--- src/rtl/serial_mult_io.sv ---
// serial_mult_io: byte-serial operand loader feeding a 16x16 shift-add multiplier.
// Four ctrl strobes load A (low, high) then B (low, high); 16 MUL clocks later
// data_out presents {done, A*B} and holds it until the next operation starts.
module serial_mult_io (
   input  logic        clk,
   input  logic        rst,
   input  logic [7:0]  data_in,
   input  logic        ctrl,
   output logic [32:0] data_out
);

   typedef enum logic {LOAD, MUL} state_t;

   state_t      state_q, state_d;
   logic [1:0]  idx_q, idx_d;
   logic [15:0] a_q, a_d;
   logic [15:0] b_q, b_d;
   logic [31:0] acc_q, acc_d;
   logic [3:0]  cnt_q, cnt_d;
   logic        ctrl_q;
   logic [32:0] dout_q, dout_d;
   logic        strobe;
   logic [31:0] partial;

   // a held ctrl level yields one strobe, on its rising edge only
   assign strobe   = ctrl & ~ctrl_q;
   assign data_out = dout_q;

   // next-state: byte capture while loading, one multiplier bit per clock while multiplying
   always_comb begin
      state_d = state_q;
      idx_d   = idx_q;
      a_d     = a_q;
      b_d     = b_q;
      acc_d   = acc_q;
      cnt_d   = cnt_q;
      dout_d  = dout_q;
      partial = 32'h0;
      case (state_q)
         LOAD: begin
            if (strobe) begin
               case (idx_q)
                  2'd0: begin
                     a_d[7:0]   = data_in;
                     dout_d[32] = 1'b0;   // new operation: drop done, keep old product visible
                  end
                  2'd1: a_d[15:8] = data_in;
                  2'd2: b_d[7:0]  = data_in;
                  default: begin
                     b_d[15:8] = data_in;
                     acc_d     = 32'h0;
                     cnt_d     = 4'd0;
                     state_d   = MUL;
                  end
               endcase
               idx_d = idx_q + 2'd1;     // wraps 3 -> 0
            end
         end
         default: begin
            // A stays put; the shift amount tracks which multiplier bit is at b_q[0]
            if (b_q[0])
               partial = {16'h0, a_q} << cnt_q;
            acc_d = acc_q + partial;
            b_d   = {1'b0, b_q[15:1]};
            cnt_d = cnt_q + 4'd1;
            if (cnt_q == 4'd15) begin
               dout_d  = {1'b1, acc_d};
               state_d = LOAD;
            end
         end
      endcase
   end

   // state registers with synchronous reset that aborts any operation in flight
   always_ff @(posedge clk) begin
      if (rst) begin
         state_q <= LOAD;
         idx_q   <= 2'd0;
         a_q     <= 16'h0;
         b_q     <= 16'h0;
         acc_q   <= 32'h0;
         cnt_q   <= 4'd0;
         ctrl_q  <= 1'b0;
         dout_q  <= 33'h0;
      end else begin
         state_q <= state_d;
         idx_q   <= idx_d;
         a_q     <= a_d;
         b_q     <= b_d;
         acc_q   <= acc_d;
         cnt_q   <= cnt_d;
         ctrl_q  <= ctrl;
         dout_q  <= dout_d;
      end
   end

endmodule

--- config.mk ---
export PLATFORM = sky130hd
export DESIGN_NAME = serial_mult_io
export DESIGN_NICKNAME = d
export VERILOG_FILES = /design/src/rtl/serial_mult_io.sv
export SDC_FILE = /design/constraint.sdc
export NUM_CORES = 1
export LEC_CHECK = 0
export BUFFER_PORTS_ARGS = -buffer_cell sky130_fd_sc_hd__buf_2
export CAP_MARGIN = 20
export CORE_UTILIZATION = 65
export CTS_BUF_LIST = sky130_fd_sc_hd__clkbuf_4 sky130_fd_sc_hd__clkbuf_8 sky130_fd_sc_hd__clkbuf_16
export DETAILED_ROUTE_END_ITERATION = 6
export GPL_ROUTABILITY_DRIVEN = 0
export PLACE_DENSITY = 0.88
export RECOVER_POWER = 100
export SETUP_SLACK_MARGIN = 0.2
export SLEW_MARGIN = 25
export SYNTH_ARGS = -nofsm -noshare
export SYNTH_HDL_FRONTEND = slang
export SYNTH_SLANG_ARGS = --single-unit
--- constraint.sdc ---
create_clock -name clk -period 10.96 [get_ports clk]
set_input_delay 1.096 -clock clk [delete_from_list [all_inputs] [get_ports clk]]
set_output_delay 1.096 -clock clk [all_outputs]
set_load 0.01 [all_outputs]
==> reports/results.tsv, run 1 <==
metric	value	unit
Avg Inst Size Synth	7.812	um2
Yosys warning count	0	
drt drc	1	
Final Critical Period	6581	ps
register area share after synthesis	0.3104	
core area	9955	um2
Synth area leader	dfxtp_1	
Sink Count	105	
Finished Cell Area	7076	um2
Fmax	152.0	MHz
Reg2Reg Depth	14	
MaxCap Viol Count	1	
I/O pin count	44	
post-CTS setup buffer count	0	
Min-Delay Endpoint	data_out[7]$_SDFFE_PP0P_	
Worst-Margin Slew	3793	ps
Die Y-Extent	104.1	um
Worst EP arrival	6870	ps
Detailed Route WL	17450	um
antenna violation net count after detailed routing	0	
TNS Setup	0	ps
top cells by count, synth	137 x nand2_1, 105 x dfxtp_1, 101 x a21oi_1	
pwr dens	95.35	nW/um2
Fin. Hold Viols	0	
area grow syn2layout	4.471	%
FF+latch count, synth	105	
final setup fails	0	
Rel. slew slack	-1.528	
min-delay src	data_out[7]$_SDFFE_PP0P_	
CTS max path bufs	2	
Worst Hold Class	flop to flop	
Post-synth ARST share	0	
Worst Setup Start Kind	input port	
Post-DP HPWL	12300	um
fin nets	910	
vias in the first global route	6086	
die width	104.1	um
most frequent cell after synthesis	nand2_1	
Synth top area share	0.3104	
Final Cycle Share	0.6004	
Yosys cell types	76	
vias	6481	
r2r setup slk	6340	ps
Iter 0 DRT Violations	608	
hold path depth	2	
Worst-Skew Late Latency	410	ps
Clock Skew	15.61	ps
first-pass detailed-route iteration total	7	
Synth Cell Area	6773	um2
Overall Global Routing Usage	0.3291	
RSZ-0062 raised after global routing	no	
Vias per Instance	6.481	
reg2reg end	data_out[22]$_SDFFE_PP0P_	
Pins Over Slew Limit	83	
clk root buf	clkbuf_8	
die footprint	10830	um2
Rows	36	
cts repair resizes	0	
syn nets	915	
GRT overflow	0	
outcome	finished with violations	
H-Tree Depth	3	
clock slew at reported path FFs	110	ps
maximum vdd ir drop	0.1349	mV
layout cell share with drive strength beyond 1	0.07728	
Mapped Cells	867	
placed inst area	6935	um2
CTS tree	built	
RR Startpoint	cnt_q[0]$_SDFFE_PP0P_	
hold_buf cts	0	
initial antenna violation count	0	
failing checks	design-rule violations, max-capacitance violations, max-slew violations	
worst path required time	11250	ps
EDFF count, synth	0	
CP Max Fanout	82	
ANT cells	0	
port bufs	43	
ranking of synthesized cells by area	dfxtp_1 31%, nand2_1 7.6%, a21oi_1 7.5%	
first-pass GRT wire length	29040	um
P_leak	2.740	nW
Main synth FF type	dfxtp_1	
routed len/inst	17.45	um
crit path capture type	flop	
effective utilization at floorplan	0.6804	
cts bufs inserted	9	
largest net degree at the start of global routing	83	
CP Class	input port to flop	
-- metrics by stage --
stage	hold WS [ps]	power, mW	cells	setup WS [ps]	utilization
after global placement	440.9	0.4372	984	6730	0.6967
after global routing	484.1	0.6953	1000	4062	0.7108
after CTS	459.1	0.6759	1000	6486	0.7166
after floorplan	431.5	0.4276	867	7268	-
after detailed placement	445.3	0.4394	984	6527	0.6967
final	460.5	0.6746	1000	4379	0.7108
-- cell usage in the layout (no fill, tap or decap), types with 5 or more instances in the layout --
| cell | instances |
|---|---|
| and3_1 | 14 |
| nor2b_1 | 12 |
| dfxtp_1 | 104 |
| clkbuf_8 | 10 |
| mux2_2 | 5 |
| nand2_1 | 137 |
| a311o_1 | 5 |
| nand3_1 | 36 |
| mux4_2 | 5 |
| mux2i_1 | 20 |
| clkbuf_1 | 34 |
| ha_1 | 36 |
| inv_1 | 16 |
| nor2_1 | 70 |
| o21ai_0 | 30 |
| nor3_1 | 16 |
| a222oi_1 | 7 |
| o31ai_1 | 5 |
| nand4_1 | 13 |
| nand2b_1 | 5 |
| a21o_1 | 14 |
| and4_1 | 6 |
| buf_4 | 6 |
| a21oi_1 | 101 |
| buf_2 | 10 |
| xor2_1 | 11 |
| and2_1 | 7 |
| a22oi_1 | 13 |
| xnor2_1 | 9 |
| o21ai_1 | 9 |
| a31oi_1 | 6 |
| nor4_1 | 7 |
| a211oi_1 | 7 |
-- critical path, stage by stage --
cell	delay [ps]
buf_2	70
clkbuf_1	2650
inv_1	1520
and2_0	920
a221oi_1	470
nand3_1	120
-- worst max-delay path by stage --
stage / from / to / slack [ps] / cells past startpoint
floorplan: cnt_q[1]$_SDFFE_PP0P_ / data_out[22]$_SDFFE_PP0P_ / 7270 / 17
global placement: cnt_q[1]$_SDFFE_PP0P_ / data_out[31]$_SDFFE_PP0P_ / 6730 / 14
detailed placement: cnt_q[1]$_SDFFE_PP0P_ / data_out[31]$_SDFFE_PP0P_ / 6530 / 14
CTS: cnt_q[1]$_SDFFE_PP0P_ / data_out[31]$_SDFFE_PP0P_ / 6490 / 14
global route: rst / acc_q[30]$_SDFFE_PP0P_ / 4060 / 6
finish: rst / acc_q[30]$_SDFFE_PP0P_ / 4380 / 6
-- final cells by class --
cell class | count | area (um2)
multi-input cells | 680 | 4325
fillers | 831 | 2879
flip-flops and latches | 105 | 2103
repair buffers | 50 | 222.7
well taps | 133 | 166.4
clock buffers | 10 | 137.6
clock inverters | 6 | 60.06
inverters | 16 | 60.06
-- where the power goes --
group / internal, mW / total, mW / leakage, nW / switching, mW
logic: 0.0127 / 0.0401 / 1.80 / 0.0275
clock network: 0.0938 / 0.243 / 0.0942 / 0.149
registers: 0.386 / 0.392 / 0.848 / 0.00542
-- state kept, by name (all words and copies together), names as in the netlist --
name and cells:
a_q 16, data_out 33, ctrl_q 1, acc_q 32
b_q 16, idx_q 2, cnt_q 4, state_q 1
-- metal layers --
metal / global-route usage / wire [um] / vias to the layer above
li1: - / - / 3134
met1: 0.4120 / 7348 / 3028
met2: 0.5429 / 8281 / 260
met3: 0.06892 / 1186 / 59
met4: 0.1500 / 634 / 0
met5: 0 / 0 / -
-- kinds of logic after synthesis --
family	count (synthesis)	share of synthesized area
and+or+nand+nor	342	0.2389
AOI/OAI and AO/OA	251	0.2516
DFF	105	0.3104
buffers and inverters	82	0.04933
adders and majority gates	37	0.06946
muxes	30	0.05450
xor gates and xnor gates	20	0.02586
Power figures use the tool's default switching activity.
==> run 2, diff against run 1 <==
--- a/config.mk
+++ b/config.mk
@@ -5,13 +5,14 @@
 export SDC_FILE = /design/constraint.sdc
 export NUM_CORES = 1
 export LEC_CHECK = 0
+export ABC_AREA = 1
 export BUFFER_PORTS_ARGS = -buffer_cell sky130_fd_sc_hd__buf_2
 export CAP_MARGIN = 20
-export CORE_UTILIZATION = 65
+export CORE_UTILIZATION = 62
 export CTS_BUF_LIST = sky130_fd_sc_hd__clkbuf_4 sky130_fd_sc_hd__clkbuf_8 sky130_fd_sc_hd__clkbuf_16
 export DETAILED_ROUTE_END_ITERATION = 6
 export GPL_ROUTABILITY_DRIVEN = 0
-export PLACE_DENSITY = 0.88
+export PLACE_DENSITY = 0.84
 export RECOVER_POWER = 100
 export SETUP_SLACK_MARGIN = 0.2
 export SLEW_MARGIN = 25
==> constraint.sdc (replaced) <==
create_clock -name clk -period 6.8 [get_ports clk]
set_input_delay 0.68 -clock clk [delete_from_list [all_inputs] [get_ports clk]]
set_output_delay 0.68 -clock clk [all_outputs]
set_load 0.01 [all_outputs]
==> reports/results.tsv, run 2 <==
metric	value	unit	change
outcome	finished with violations		unchanged
failing checks	max-capacitance violations, max-slew violations		was design-rule violations, max-capacitance violations, max-slew violations
Worst Setup Start Kind	input port		unchanged
Comb power frac	0.077		was 0.059
pwr dens	150.9	nW/um2	was 95.35 nW/um2
Top cell by count, worst path	clkbuf_1		
sequential share of power	0.587		was 0.580
TNS Setup	0	ps	unchanged
RSZ-0062 raised after global routing	no		unchanged
Vias per Instance	5.390		was 6.481
fillers	1033		was 831
layout cell share with drive strength beyond 1	0.03880		was 0.07728
critical path buffer and inverter count	3		unchanged
most frequent cells in the layout	425 x nand2_1, 139 x inv_1, 104 x dfxtp_1		was 137 x nand2_1, 104 x dfxtp_1, 101 x a21oi_1
largest net degree at the start of global routing	55		was 83
Worst-Margin Slew	2665	ps	was 3793 ps
most frequent cell after synthesis	nand2_1		unchanged
Rel. slew slack	-0.7769		was -1.528
initial antenna violation count	0		unchanged
die footprint	11490	um2	was 10830 um2
CP Class	input port to flop		unchanged
r2r setup slk	2980	ps	was 6340 ps
final setup fails	0		unchanged
Top delay family on crit path	buffers and inverters		unchanged
Iter 0 DRT Violations	506		was 608
Post-DP HPWL	13580	um	was 12300 um
Mapped Cells	1110		was 867
Clock power frac	0.336		was 0.360
Yosys cell types	39		was 76
cts bufs inserted	9		unchanged
reg2reg end	acc_q[23]$_SDFFE_PP0P_		was data_out[22]$_SDFFE_PP0P_
ANT cells	0		unchanged
vias in the first global route	6327		was 6086
Fin. Hold Viols	0		unchanged
Synth area leader	dfxtp_1		unchanged
Int Power	0.7901	mW	was 0.4927 mW
Pins Over Slew Limit	84		was 83
Yosys warning count	0		unchanged
crit-path cells	buf_2 -> clkbuf_1 -> nor2_1 -> clkbuf_1 -> a22o_1		was buf_2 -> clkbuf_1 -> inv_1 -> and2_0 -> a221oi_1 -> nand3_1
first-pass detailed-route iteration total	5		was 7
EDFF count, synth	0		unchanged
P_leak	3.621	nW	was 2.740 nW
Synth Cell Area	6863	um2	was 6773 um2
I/O pin count	44		unchanged
clk root buf	clkbuf_8		unchanged
first-pass GRT wire length	29070	um	was 29040 um
met2 Usage GRT	0.5276		was 0.5429
register area share after synthesis	0.3063		was 0.3104
Psw	0.2955	mW	was 0.1820 mW
Reg2Reg Depth	18		was 14
crit path capture type	flop		unchanged
clock slew at reported path FFs	100	ps	was 110 ps
worst path required time	7090	ps	was 11250 ps
maximum vdd ir drop	0.1258	mV	was 0.1349 mV
Detailed Route WL	17580	um	was 17450 um
die width	107.2	um	was 104.1 um
FF+latch count, synth	105		unchanged
post-CTS setup buffer count	0		unchanged
Post-Route Utilization	0.6667		was 0.7108
MaxCap Viol Count	2		was 1
Die Y-Extent	107.2	um	was 104.1 um
Sink Count	105		unchanged
cts repair resizes	0		unchanged
Main synth FF type	dfxtp_1		unchanged
CP Max Fanout	54		was 82
syn nets	1158		was 915
H-Tree Depth	3		unchanged
effective utilization at floorplan	0.6359		was 0.6804
end of the critical path	data_out[10]$_SDFFE_PP0P_		was acc_q[30]$_SDFFE_PP0P_
Rows	38		was 36
Final Critical Period	4066	ps	
switch share	0.2722		was 0.2697
core area	10790	um2	was 9955 um2
CTS tree	built		unchanged
Fmax	246.0	MHz	
Avg Inst Size Synth	6.183	um2	was 7.812 um2
commonest non-fill, non-tap cell in the layout	nand2_1		unchanged
number of flip-flops in the largest register	33		unchanged
Worst EP arrival	4350	ps	was 6870 ps
Clock Skew	10.55	ps	was 15.61 ps
ranking of synthesized cells by area	dfxtp_1 31%, nand2_1 23%, inv_1 7.6%		was dfxtp_1 31%, nand2_1 7.6%, a21oi_1 7.5%
CTS max path bufs	2		unchanged
Synth top area share	0.3063		was 0.3104
antenna violation net count after detailed routing	0		unchanged
Worst path slowest cell	clkbuf_1		unchanged
area grow syn2layout	4.850	%	was 4.471%
fin nets	1177		was 910
GRT overflow	0		unchanged
Worst Hold Class	flop to flop		unchanged
top cells by count, synth	420 x nand2_1, 139 x inv_1, 105 x dfxtp_1		was 137 x nand2_1, 105 x dfxtp_1, 101 x a21oi_1
met3 Track Usage GR	0.04681		was 0.06892
Overall Global Routing Usage	0.3226		was 0.3291
Final Cycle Share	0.5979		
hold_buf cts	0		unchanged
Worst-Skew Late Latency	400	ps	was 410 ps
port bufs	43		unchanged
met1 GRT Util	0.4138		was 0.4120
most used routing layer	met2		unchanged
drt drc	0		was 1
Post-synth ARST share	0		unchanged
routed len/inst	13.80	um	was 17.45 um
hold_ws	453.9	ps	was 460.5 ps
RR Startpoint	cnt_q[0]$_SDFFE_PP0P_		unchanged
CP peak stage delay	1880	ps	was 2650 ps
Levels on crit path	5		was 6
Setup crit start	rst		unchanged
vias	6867		was 6481
## run 2: changes by cell type after synthesis, moves of 14 or more
cell and change:
and3_1 -14, o21ai_1 -16, nor2_1 +15, clkbuf_1 -26, a21oi_1 -31, o21ai_0 +24
mux2i_1 -19, o22ai_1 +15, inv_1 +123, nand3_1 +25, nand2_1 +283
## run 2: worst min path at each step
stage | cells after the start | slack (ps) | startpoint | to
finish | 2 | 450 | data_out[18]$_SDFFE_PP0P_ | data_out[18]$_SDFFE_PP0P_
global route | 2 | 470 | data_out[18]$_SDFFE_PP0P_ | data_out[18]$_SDFFE_PP0P_
CTS | 2 | 460 | data_out[17]$_SDFFE_PP0P_ | data_out[17]$_SDFFE_PP0P_
detailed placement | 2 | 430 | data_out[23]$_SDFFE_PP0P_ | data_out[23]$_SDFFE_PP0P_
global placement | 2 | 430 | data_out[18]$_SDFFE_PP0P_ | data_out[18]$_SDFFE_PP0P_
floorplan | 2 | 440 | acc_q[0]$_SDFFE_PP0P_ | acc_q[0]$_SDFFE_PP0P_
## run 2: power groups by stage
stage	Combinational (mW)	Clock (mW)	Sequential, mW
global placement	0.0816	0	0.651
CTS	0.0835	0.366	0.637
finish	0.0839	0.364	0.637
detailed placement	0.0828	0	0.652
floorplan	0.0639	0	0.647
global route	0.0947	0.393	0.640
## run 2: cells by family (layout without fill, tap and decap cells)
kind of cell             Yosys count  after routing  share of synthesized area
buffers and inverters            180            204                     0.1046
AND/OR/NAND/NOR                  605            605                     0.3601
XOR/XNOR                          14             14                    0.01896
adder cells (fa/ha/maj)           37             37                    0.06855
flip-flops                       105            105                     0.3063
AO/OA/AOI/OAI                    168            168                     0.1400
multiplexers                       1              1                   0.001459
## run 2: layer usage
metal  vias up  share of wire
met5         -              0
met4         0          0.041
met3        47          0.061
met2       220           0.45
met1      3044           0.45
li1       3556              -
## run 2: through the flow
step | cells | instance area [um2] | worst slack, ps | power, mW
6_report | 1274 | 7196 | 2734 | 1.086
5_1_grt | 1274 | 7196 | 2508 | 1.127
4_1_cts | 1274 | 7277 | 3207 | 1.087
3_5_place_dp | 1258 | 7104 | 3239 | 0.7346
3_3_place_gp | 1258 | 7104 | 3220 | 0.7328
2_1_floorplan | 1110 | 6863 | 4307 | 0.7112
## run 2: area by class of cell
class | count | area, um2 | share of cell area
clock buffers | 10 | 131.4 | 0.01826
inverters | 140 | 525.5 | 0.07303
flip-flops and latches | 105 | 2103 | 0.2923
clock inverters | 6 | 41.29 | 0.005738
multi-input cells | 825 | 4015 | 0.5580
repair buffers | 48 | 203.9 | 0.02834
well taps | 140 | 175.2 | 0.02434
## run 2: worst reg2reg max path: stages (launching register included)
cell and delay (ps):
dfxtp_1 730, inv_1 390, nand2_1 140, nand2_1 90, o21ai_0 240, nor2_1 80, a31oi_1 240, o22ai_1 130
ha_1 400, nand2_1 120, nor2_1 260, and2_0 170, nand2_1 50, nand2_1 170, nand2_1 120, nand2_1 70
nand2_1 60, nand3_1 70, a21oi_1 70
==> run 3, diff against run 2 <==
--- a/config.mk
+++ b/config.mk
@@ -8,11 +8,11 @@
 export ABC_AREA = 1
 export BUFFER_PORTS_ARGS = -buffer_cell sky130_fd_sc_hd__buf_2
 export CAP_MARGIN = 20
-export CORE_UTILIZATION = 62
+export CORE_UTILIZATION = 56
 export CTS_BUF_LIST = sky130_fd_sc_hd__clkbuf_4 sky130_fd_sc_hd__clkbuf_8 sky130_fd_sc_hd__clkbuf_16
 export DETAILED_ROUTE_END_ITERATION = 6
 export GPL_ROUTABILITY_DRIVEN = 0
-export PLACE_DENSITY = 0.84
+export PLACE_DENSITY = 0.8
 export RECOVER_POWER = 100
 export SETUP_SLACK_MARGIN = 0.2
 export SLEW_MARGIN = 25
==> constraint.sdc (replaced) <==
create_clock -name clk -period 3.32 [get_ports clk]
set_input_delay 0.332 -clock clk [delete_from_list [all_inputs] [get_ports clk]]
set_output_delay 0.332 -clock clk [all_outputs]
set_load 0.01 [all_outputs]
==> reports/results.tsv, run 3 (synthesis gave the netlist of run 2 again) <==
metric	value	unit	change
crit path capture type	flop		unchanged
Rel. slew slack	-0.01721		was -0.7769
die width	112.7	um	was 107.2 um
area grow syn2layout	11.89	%	was 4.850%
Worst path slowest cell	ha_1		was clkbuf_1
Top cell by count, worst path	nand2_1		was clkbuf_1
first-pass detailed-route iteration total	5		unchanged
GRT overflow	0		unchanged
ANT cells	0		unchanged
Worst-Margin Slew	1526	ps	was 2665 ps
clock slew at reported path FFs	80	ps	was 100 ps
routed len/inst	14.48	um	was 13.80 um
MaxCap Viol Count	2		unchanged
Fin. Hold Viols	0		unchanged
crit-path cells	clkinvlp_4 -> buf_4 -> nand2_1 -> nand2_1 -> o21ai_0 -> nand2_1 -> o21ai_1 -> o22ai_1 -> ha_1 -> nand2_1 -> inv_1 -> a21oi_1 -> nand2_1 -> a21oi_1 -> nand3_1 -> nand3_1 -> a21oi_1		was buf_2 -> clkbuf_1 -> nor2_1 -> clkbuf_1 -> a22o_1
CP Class	flop to flop		was input port to flop
RSZ-0062 raised after global routing	yes		was no
failing checks	max-capacitance violations, max-slew violations		unchanged
hold_buf cts	0		unchanged
clk root buf	clkbuf_16		was clkbuf_8
port bufs	43		unchanged
initial antenna violation count	0		unchanged
sequential share of power	0.513		was 0.587
Int Power	1.880	mW	was 0.7901 mW
CP Max Fanout	5		was 54
I/O pin count	44		unchanged
core area	11960	um2	was 10790 um2
pwr dens	331.1	nW/um2	was 150.9 nW/um2
Clock Skew	10.27	ps	was 10.55 ps
CTS tree	built		unchanged
CTS max path bufs	2		unchanged
die footprint	12700	um2	was 11490 um2
cts bufs inserted	9		unchanged
Die Y-Extent	112.7	um	was 107.2 um
CP peak stage delay	430	ps	was 1880 ps
Clock power frac	0.412		was 0.336
layout cell share with drive strength beyond 1	0.09722		was 0.03880
hold_ws	188.1	ps	was 453.9 ps
first-pass GRT wire length	29900	um	was 29070 um
Post-DP HPWL	14010	um	was 13580 um
TNS Setup	0	ps	unchanged
maximum vdd ir drop	0.4148	mV	was 0.1258 mV
Worst EP arrival	3260	ps	was 4350 ps
Vias per Instance	5.413		was 5.390
Rows	40		was 38
Worst Hold Class	input port to flop		was flop to flop
fillers	1131		was 1033
Iter 0 DRT Violations	472		was 506
Final Critical Period	3067	ps	
P_leak	3.793	nW	was 3.621 nW
vias in the first global route	6418		was 6327
Overall Global Routing Usage	0.2994		was 0.3226
H-Tree Depth	3		unchanged
switch share	0.2605		was 0.2722
Fmax	326.0	MHz	
largest net degree at the start of global routing	30		was 55
effective utilization at floorplan	0.5737		was 0.6359
worst path required time	3510	ps	was 7090 ps
outcome	finished with violations		unchanged
Worst-Skew Late Latency	370	ps	was 400 ps
Comb power frac	0.075		was 0.077
Detailed Route WL	18810	um	was 17580 um
Sink Count	105		unchanged
most frequent cells in the layout	412 x nand2_1, 138 x inv_1, 104 x dfxtp_1		was 425 x nand2_1, 139 x inv_1, 104 x dfxtp_1
number of flip-flops in the largest register	33		unchanged
Post-Route Utilization	0.6419		was 0.6667
commonest non-fill, non-tap cell in the layout	nand2_1		unchanged
Pins Over Slew Limit	29		was 84
drt drc	0		unchanged
fin nets	1195		was 1177
vias	7031		was 6867
final setup fails	0		unchanged
Psw	0.6623	mW	was 0.2955 mW
total power	2.543	mW	was 1.086 mW
Worst Setup Start Kind	flop		was input port
antenna violation net count after detailed routing	0		unchanged
Final Cycle Share	0.9239		
[run 3: cell count changes in the layout (fill, tap and decap cells not counted), sizes merged]
cell | before | now
buf | 13 | 29
clkbuf | 45 | 47
clkinv | 5 | 2
clkinvlp | 0 | 4
inv | 141 | 140
[run 3: final timing paths]
kind | startpoint | to | slack [ps] | depth (start not counted)
worst max register to register | cnt_q[0]$_SDFFE_PP0P_ | acc_q[28]$_SDFFE_PP0P_ | 250 | 17
worst min-delay path | ctrl | ctrl_q$_SDFF_PP0_ | 190 | 3
worst max-delay path | cnt_q[0]$_SDFFE_PP0P_ | acc_q[28]$_SDFFE_PP0P_ | 250 | 17
worst min register to register | data_out[17]$_SDFFE_PP0P_ | data_out[17]$_SDFFE_PP0P_ | 450 | 2
[run 3: power groups by stage]
stage                     sequential, mW  combinational, mW  clock (mW)
after global placement              1.33              0.175           0
after global routing                1.31              0.212        1.11
final                               1.30              0.190        1.05
after floorplan                     1.33              0.131           0
after CTS                           1.30              0.178        1.06
after detailed placement            1.33              0.177           0
[run 3: through the flow]
stage          instances  instance area (um2)  setup WS, ps
6_report            1299                 7679         252.7
5_1_grt             1299                 7679         40.91
4_1_cts             1290                 7482         244.0
3_5_place_dp        1274                 7193         262.2
3_3_place_gp        1274                 7193         274.2
2_1_floorplan       1110                 6863         827.3
[run 3: area by class of cell]
class                      count  area, um2  area share
timing repair buffer          66      345.3     0.04497
sequential                   105       2103      0.2739
clock inverter                 6      50.05    0.006518
clock buffer                  10      239.0     0.03112
tap                          147      183.9     0.02395
multi-input combinational    825       4224      0.5501
inverter                     140      533.0     0.06942
[run 3: critical path, delay by kind of cell (launching register included)]
| family | cells | cell delay [ps] |
|---|---|---|
| fa+ha+maj | 1 | 430 |
| simple gates | 7 | 730 |
| flops | 1 | 370 |
| buf+inv | 3 | 370 |
| compound gates | 6 | 990 |
[run 3: routing by layer]
layer | part of all wire | global-route usage | up-vias
li1 | - | - | 3602
met1 | 0.44 | 0.3750 | 3128
met2 | 0.45 | 0.4901 | 250
met3 | 0.073 | 0.07070 | 51
met4 | 0.039 | 0.1351 | 0
met5 | 0 | 0 | -
[run 3: timing repair]
action	in CTS	in global routing
gates resized for setup	0	59
setup buffers	0	9
endpoints found under the setup margin	0	44
